==> src/rtl/hdlc_pkg.sv <==
// Shared constants and types for the HDLC receive framer.
package hdlc_pkg;

   localparam logic [7:0] HDLC_FLAG       = 8'h7E;
   localparam int         HDLC_ABORT_ONES = 7;
   // Abort as seen in the shift register: the leading 0 sits in bit 0 (oldest).
   localparam logic [7:0] HDLC_ABORT      = {{HDLC_ABORT_ONES{1'b1}}, {(8 - HDLC_ABORT_ONES){1'b0}}};
   localparam int         MAX_BYTES_DEF   = 128;

   typedef enum logic {
      IDLE  = 1'b0,
      FRAME = 1'b1
   } rx_state_t;

endpackage

==> src/rtl/hdlc_rx_flag_det.sv <==
// Line shift register with flag/abort pattern matching.
// The match stage (_p1) lets the framer act on a flag in the same cycle that
// the registered detect pulse (_p2) becomes visible.
module hdlc_rx_flag_det
   import hdlc_pkg::*;
(
   input  logic Clk,
   input  logic clr,
   input  logic rxBit,
   output logic tapBit_p0,
   output logic flagHit_p1,
   output logic abortHit_p1,
   output logic flagDet_p2,
   output logic abortDet_p2
);

   logic [7:0] rxSr_p0;

   // Shift the line bit in at the MSB; the bit falling out of bit 0 is the 8-bit delayed data tap
   always_ff @(posedge Clk) begin
      if (clr) begin
         rxSr_p0   <= 8'h00;
         tapBit_p0 <= 1'b0;
      end else begin
         rxSr_p0   <= {rxBit, rxSr_p0[7:1]};
         tapBit_p0 <= rxSr_p0[0];
      end
   end

   // Pattern match on the current shift register contents
   always_ff @(posedge Clk) begin
      if (clr) begin
         flagHit_p1  <= 1'b0;
         abortHit_p1 <= 1'b0;
      end else begin
         flagHit_p1  <= (rxSr_p0 == HDLC_FLAG);
         abortHit_p1 <= (rxSr_p0 == HDLC_ABORT);
      end
   end

   // Registered one-cycle detect pulses
   always_ff @(posedge Clk) begin
      if (clr) begin
         flagDet_p2  <= 1'b0;
         abortDet_p2 <= 1'b0;
      end else begin
         flagDet_p2  <= flagHit_p1;
         abortDet_p2 <= abortHit_p1;
      end
   end

endmodule

==> src/rtl/hdlc_rx_framer.sv <==
// HDLC receive framer: flag/abort handling, zero destuffing and LSB-first
// byte assembly for the Rx buffer write path.
// Optional byte limit: define HDLC_RX_OVERFLOW_EN to enable Rx_Overflow.
module hdlc_rx_framer
   import hdlc_pkg::*;
#(
   parameter int MAX_BYTES = MAX_BYTES_DEF
)(
   input  logic       Clk,
   input  logic       Rst,
   input  logic       RxEN,
   input  logic       Rx,
   output logic       Rx_FlagDetect,
   output logic       Rx_AbortDetect,
   output logic       Rx_ValidFrame,
   output logic       Rx_AbortSignal,
   output logic [7:0] Rx_Data,
   output logic       Rx_WrBuff,
   output logic       Rx_EoF,
   output logic       Rx_FrameError,
   output logic [7:0] Rx_FrameSize,
   output logic       Rx_Overflow
);

   function automatic logic [7:0] satInc8(input logic [7:0] v);
      return (v == 8'hFF) ? v : v + 8'd1;
   endfunction

   function automatic logic [2:0] satInc3(input logic [2:0] v);
      return (v == 3'd7) ? v : v + 3'd1;
   endfunction

   logic       clr;
   logic       tapBit_p0, flagHit_p1, abortHit_p1, flagDet_p2, abortDet_p2;
   rx_state_t  state, stateNext;
   logic [2:0] bitCnt, onesCnt, skipCnt;
   logic [7:0] byteCnt, shiftByte, newByte;
   logic       dataTake, stuffDrop, byteDone, strobeOk;

   assign clr = !Rst || !RxEN;

   hdlc_rx_flag_det u_flagDet (
      .Clk         (Clk),
      .clr         (clr),
      .rxBit       (Rx),
      .tapBit_p0   (tapBit_p0),
      .flagHit_p1  (flagHit_p1),
      .abortHit_p1 (abortHit_p1),
      .flagDet_p2  (flagDet_p2),
      .abortDet_p2 (abortDet_p2)
   );

   assign Rx_FlagDetect  = flagDet_p2;
   assign Rx_AbortDetect = abortDet_p2;
   assign Rx_ValidFrame  = (state == FRAME);
   assign newByte        = {tapBit_p0, shiftByte[7:1]};
   assign byteDone       = dataTake && (bitCnt == 3'd7);

   // Frame state register
   always_ff @(posedge Clk) begin
      if (clr) state <= IDLE;
      else     state <= stateNext;
   end

   // Open on a flag; leave only on an abort (closing flags reopen in place)
   always_comb begin
      stateNext = state;
      case (state)
         IDLE:    if (flagHit_p1)  stateNext = FRAME;
         FRAME:   if (abortDet_p2) stateNext = IDLE;
         default: stateNext = IDLE;
      endcase
   end

   // Classify the tap bit: flag/abort bits are skipped, stuffed zeros dropped, the rest is data
   always_comb begin
      dataTake  = 1'b0;
      stuffDrop = 1'b0;
      if (!flagHit_p1 && !abortHit_p1 && (skipCnt == 3'd0) && (state == FRAME)) begin
         if (!tapBit_p0 && (onesCnt == 3'd5)) stuffDrop = 1'b1;
         else                                 dataTake  = 1'b1;
      end
   end

   // Byte assembly register, LSB first
   always_ff @(posedge Clk) begin
      if (dataTake) shiftByte <= newByte;
   end

   // Frame counters and output strobes
   always_ff @(posedge Clk) begin
      if (clr) begin
         bitCnt         <= 3'd0;
         onesCnt        <= 3'd0;
         skipCnt        <= 3'd0;
         byteCnt        <= 8'd0;
         Rx_Data        <= 8'h00;
         Rx_WrBuff      <= 1'b0;
         Rx_EoF         <= 1'b0;
         Rx_FrameError  <= 1'b0;
         Rx_FrameSize   <= 8'd0;
         Rx_AbortSignal <= 1'b0;
      end else begin
         Rx_WrBuff      <= 1'b0;
         Rx_EoF         <= 1'b0;
         Rx_FrameError  <= 1'b0;
         Rx_AbortSignal <= abortDet_p2 && (state == FRAME);
         if (flagHit_p1 || abortHit_p1) begin
            if (flagHit_p1 && (state == FRAME) && ((byteCnt != 8'd0) || (bitCnt != 3'd0))) begin
               Rx_EoF        <= 1'b1;
               Rx_FrameError <= (bitCnt != 3'd0);
            end
            if (flagHit_p1 && (state == IDLE)) Rx_FrameSize <= 8'd0;
            // The remaining seven pattern bits still have to drain past the tap
            bitCnt  <= 3'd0;
            onesCnt <= 3'd0;
            byteCnt <= 8'd0;
            skipCnt <= 3'd7;
         end else if (skipCnt != 3'd0) begin
            skipCnt <= skipCnt - 3'd1;
         end else if (stuffDrop) begin
            onesCnt <= 3'd0;
         end else if (dataTake) begin
            onesCnt <= tapBit_p0 ? satInc3(onesCnt) : 3'd0;
            bitCnt  <= bitCnt + 3'd1;
            if (byteDone && strobeOk) begin
               Rx_WrBuff    <= 1'b1;
               Rx_Data      <= newByte;
               byteCnt      <= satInc8(byteCnt);
               Rx_FrameSize <= satInc8(byteCnt);
            end
         end
      end
   end

`ifdef HDLC_RX_OVERFLOW_EN
   localparam logic [7:0] BYTE_LIMIT = 8'(MAX_BYTES);

   logic overflow;

   assign strobeOk    = !overflow && (byteCnt != BYTE_LIMIT);
   assign Rx_Overflow = overflow;

   // Overflow latches on the first byte past the limit and clears on any flag or abort
   always_ff @(posedge Clk) begin
      if (clr)                             overflow <= 1'b0;
      else if (flagHit_p1 || abortHit_p1)  overflow <= 1'b0;
      else if (byteDone && !strobeOk)      overflow <= 1'b1;
   end
`else
   assign strobeOk    = 1'b1;
   assign Rx_Overflow = 1'b0;
`endif

endmodule

==> config.mk <==
export PLATFORM = sky130hd
export DESIGN_NAME = hdlc_rx_framer
export DESIGN_NICKNAME = d
export VERILOG_FILES = /design/src/rtl/hdlc_pkg.sv /design/src/rtl/hdlc_rx_flag_det.sv /design/src/rtl/hdlc_rx_framer.sv
export SDC_FILE = /design/constraint.sdc
export NUM_CORES = 1
export LEC_CHECK = 0
export CAP_MARGIN = 20
export CORE_ASPECT_RATIO = 0.8
export CORE_UTILIZATION = 50
export CTS_CLUSTER_DIAMETER = 200
export DETAILED_ROUTE_END_ITERATION = 16
export PLACE_DENSITY = 0.78
export REMOVE_ABC_BUFFERS = 1
export SLEW_MARGIN = 20
export SYNTH_ARGS = -nofsm -noshare
export SYNTH_HDL_FRONTEND = slang
export SYNTH_SLANG_ARGS = --single-unit
==> constraint.sdc <==
create_clock -name Clk -period 3.4 [get_ports Clk]
set_input_delay 0.68 -clock Clk [delete_from_list [all_inputs] [get_ports Clk]]
set_output_delay 0.68 -clock Clk [all_outputs]
set_load 0.01 [all_outputs]
Word-level counts from Yosys, hierarchy flattened --
Index checks and enable logic that the tools add are counted.
Operators by class: $add $sub $neg 4, eq/ne operators 10, mux-type cells 22, bitwise gates (word level) 6, reductions and logical operators 34
Operators by type and width (count):
- $mux 8 | 7
- $mux 3 | 6
- $eq 8x8->1 const B | 2
- $reduce_and 5->1 | 2
- $eq 3x3->1 const B | 3
- $logic_and 1x1->1 | 9
- $add 8x1->8 const B | 1
- $eq 8x7->1 const B | 1
- $mux 1 | 8
- $reduce_bool 2->1 | 4
- $reduce_bool 8->1 | 1
- $add 3x1->3 const B | 2
- $not 1->1 | 6
- $reduce_and 3->1 | 2
- $reduce_bool 3->1 | 2
- $logic_not 1->1 | 5
- $reduce_or 5->1 | 1
- $ne 2x1->1 const B | 2
- $reduce_and 4->1 | 1
- $reduce_or 2->1 | 2
- $logic_not 3->1 | 1
- $logic_or 1x1->1 | 3
- $ne 3x3->1 const B | 1
- $reduce_or 3->1 | 1
- other kinds (3) | 3
Word-level totals: bits in registers 59, bits of input ports 4, output and inout port bits 24, logic and storage cells 94

Logic depth before layout (Yosys ltp) --
word-level depth 11, gate-level depth with buffers 9, depth with buffers taken out 6

By module --
Synthesis repeated with hierarchy kept, for this count alone.
Unflattened totals: cell total of the unflattened synthesis 234, area total of the unflattened synthesis 2348.5 µm²
Modules (own cells, without submodules):
- hdlc_rx_framer | instances 1, cells an instance 204, area an instance 1983.2 µm², seq. area each 970.9 µm²
- hdlc_rx_flag_det | instances 1, cells an instance 30, area an instance 365.4 µm², seq. area each 260.2 µm²

Worst setup path after synthesis --
Ideal clock, no wire load.
path kind register -> register, start register skipCnt[0], end register Rx_FrameSize[0], setup time 59 ps, arrival time 1637 ps, required time 3341 ps, slack 1705 ps, cell stages (with the launch flop) 9, buffers on the path 2, clock period less this slack 1695 ps, path through dfxtp_1 inv_1 ha_1 and3b_1 buf_4 and4_1 buf_2 nor3_2 a22o_1
Between the ends: longest elaborated chain between the ends 7, elaborated cells on any way between the ends 12, classes of those cells eq/ne (2); mux (2); reduce/logical (8)
Ends and longest elaborated chain:
- start: declaration | line hdlc_rx_framer.sv:36 | logic [2:0] bitCnt, onesCnt, skipCnt;
- start signal: assignment | line hdlc_rx_framer.sv:120 | skipCnt <= skipCnt - 3'd1;
- $logic_not 3->1 | line hdlc_rx_framer.sv:79 | if (!flagHit_p1 && !abortHit_p1 && (skipCnt == 3'd0) && (state == FRAME)) begin
- $logic_and 1x1->1 (2 in a row) | line hdlc_rx_framer.sv:79
- $mux 1 | line hdlc_rx_framer.sv:79
- $logic_and 1x1->1 | line hdlc_rx_framer.sv:57 | assign byteDone = dataTake && (bitCnt == 3'd7);
- $reduce_bool 2->1 (no line)
- $reduce_and 5->1 (no line) (*)
- end signal: assignment | line hdlc_rx_framer.sv:130 | Rx_FrameSize <= satInc8(byteCnt);
- end: declaration | line hdlc_rx_framer.sv:21 | output logic [7:0] Rx_FrameSize,
Mark *: on every way between the ends. The rest lies on a longest branch, timed or not. A chain may end at the register's enable or synchronous reset.

Final worst setup path --
start input port Rst, end register Rx_FrameSize[3]
Between the ends: longest elaborated chain between the ends 2
Ends and longest elaborated chain:
- start: declaration | line hdlc_rx_framer.sv:10 | input logic Rst,
- $logic_not 1->1 | line hdlc_rx_framer.sv:40 | assign clr = !Rst || !RxEN;
- $logic_or 1x1->1 | line hdlc_rx_framer.sv:40
No other way between the ends.

==> qor.yml <==
p_leak_uw: 0.001074
outcome: "completed"
port_buffers: 26
cts_tree: "built"
postSynthCellCount: 238
wire_per_inst_um: 13.71
drive_gt1_share_pct: 7.807
r2r_start: "skipCnt[0]"
grtUsageTotal_pct: 21.70
synth_edf_count: 7
cap_violations: 0
nFillCells: 367
timing.final.hold_violations: 0
rsz0062_at_grt: "no"
cts_sinks: 58
hold_buffers: 0
timing.slew.headroom_pct: 61.06
die_w_um: 78.59
hp-start: "u_flagDet.rxSr_p0[7]"
clk_pin_slew_ns: 0.06
drtAntennaViolNets: 0
placed_cells: 310
cp_max_fo: 15
clock.fmax_ghz: 0.4308
place_area_um2: 2614
postCtsSetupRepairBufs: 0
power_density_nw_per_um2: 461.3
grt_remaining_overflow: 0
viasPerCell: 5.429
antenna_found_initial: 0
drt_first_pass_iters: 4
synth_warnings: 0
root_buffer: "clkbuf_8"
final_area_um2: 2798
required_ns: 3.68
critPathCaptureType: "flip-flop"
avgSynthCellArea_um2: 9.857
synthFlopType: "dfxtp_1"
drt_wl_total_mm: 4.468
synth_top_area_cell: "dfxtp_1"
critPathArrivalTime_ns: 2.61
period_share_pct: 68.28
r2r_end: "byteCnt[3]"
drc_errors: 0
netlist_top_cells_count: "51 x dfxtp_1, 24 x nand2_1, 17 x a21oi_1, 14 x and3_1, 13 x nor2_1"
synth.area.top_cells: "dfxtp_1 44%, edfxtp_1 9.0%, ha_1 5.3%"
worstHoldPathType: "flip-flop to flip-flop"
tightest_slew_ns: 0.5841
netlist_area_um2: 2346
yosys.cell_count.top_type: "dfxtp_1"
synth.distinct_cells: 45
worst_hold_path.num_cells: 1
stdcell_count: 326
min_period_ns: 2.322
vias: 1770
cts_buffers: 9
vdd_drop_max_mv: 0.3475
fp.dieH_um: 63.27
diodes: 0
place.gp.congestion: 0.9101
clkLatencyLatePin_ns: 0.34
cp-start-kind: "primary input"
synth_top_area_share_pct: 43.52
drv_slew: 0
setup_tns_ns: 0
synth-seq-cells: 58
seq_area_frac_synth_pct: 52.48
syn_to_final_growth_pct: 19.25
worst_r2r_path_depth: 6
grt_start_max_net_pins: 18
die-area_um2: 4972
grt_pass1_wl_mm: 7.955
dp_hpwl_mm: 3.110
htreeDepth: 3
power.total_uw: 1291
min_to: "u_flagDet.flagHit_p1"
fin_nets: 278
criticalPathCategory: "primary input to flip-flop"
rows: 21
clock_skew_ns: 0.01249
clockBufferDepth: 2
cts_resized: 0
regToRegSetupSlack_ns: 1.19
setup_viol: 0
drt-initial-drc-count: 139
core_um2: 4335
initial_core_util_pct: 54.11
synth-async-reset-ratio_pct: 0
pin_count: 28
first_global_vias: 1700
## registers in the layout, indices dropped and copies added (netlist names)
name and cells:
Rx_Data 8, Rx_FrameSize 8, byteCnt 8, u_flagDet.rxSr_p0 8
shiftByte 7, bitCnt 3, onesCnt 3, skipCnt 3
Rx_AbortSignal 1, Rx_EoF 1, Rx_FrameError 1, Rx_ValidFrame 1
Rx_WrBuff 1, u_flagDet.abortDet_p2 1, u_flagDet.abortHit_p1 1, u_flagDet.flagDet_p2 1
u_flagDet.flagHit_p1 1, u_flagDet.tapBit_p0 1
## stage by stage
step | worst slack (ns) | util, % | hold WS, ns
2_1_floorplan | 1.551 | - | 0.3987
3_3_place_gp | 0.8316 | 60.29 | 0.4074
3_5_place_dp | 0.7223 | 60.29 | 0.4105
4_1_cts | 1.098 | 64.53 | 0.4181
5_1_grt | 0.9006 | 64.53 | 0.4356
6_report | 1.078 | 64.53 | 0.4157
## per-layer routing
metal / part of all wire [%] / GRT usage, % / routed length [um] / vias to the layer above
met5: 0 / 0 / 0 / -
met4: 1.5 / 8.102 / 67 / 0
met3: 7.2 / 11.01 / 320 / 9
met2: 42 / 30.00 / 1869 / 51
met1: 49 / 28.61 / 2211 / 812
li1: - / - / - / 898
## cells by family after synthesis
| logic type | synth area share [%] |
|---|---|
| AND/OR/NAND/NOR | 22.19 |
| flip-flops | 52.48 |
| AO/OA/AOI/OAI | 10.77 |
| buffers and inverters | 4.960 |
| adder cells (fa/ha/maj) | 5.333 |
| multiplexers | 2.987 |
| XOR/XNOR | 1.120 |
| other | 0.1598 |
## worst max path at each step
stage | startpoint | endpoint | depth (start not counted)
after global placement | Rst | Rx_FrameSize[3] | 7
after global routing | RxEN | Rx_FrameSize[3] | 7
after floorplan | skipCnt[0] | byteCnt[3] | 6
after CTS | Rst | Rx_FrameSize[3] | 7
final | Rst | Rx_FrameSize[3] | 7
after detailed placement | Rst | Rx_FrameSize[5] | 6
## where the power goes
group / internal [uW] / switching, uW
clock network: 325 / 255
logic: 5.87 / 12.4
registers: 692 / 0.391
## cells in the final DEF (no fill, tap or decap), drive strengths merged, types with 3 or more instances in the layout
master	instances
nand2	24
clkdlybuf4s50	26
nand3	12
nand2b	4
o2bb2ai	3
mux2i	7
nor3	7
xnor2	3
dfxtp	51
nand4	3
a21oi	17
o31ai	3
nor2	14
o21ai	6
ha	10
inv	12
edfxtp	7
clkbuf	15
and3	17
## worst max-delay path, cell delays in order
cell and delay, ns:
clkdlybuf4s50_1 0.61, nand2_1 0.08, buf_4 0.19, nor3_1 0.37, nand4_1 0.31, inv_1 0.19, a32o_1 0.16
## area by class of cell
type | instances | area [um^2] | share of cell area [%]
inverters | 12 | 45.04 | 1.610
well taps | 57 | 71.32 | 2.549
flip-flops and latches | 58 | 1231 | 44.01
repair buffers | 27 | 267.8 | 9.571
multi-input cells | 156 | 998.5 | 35.69
clock buffers | 15 | 176.4 | 6.306
clock inverters | 1 | 7.507 | 0.2683
(Power assumes the default switching activity.)
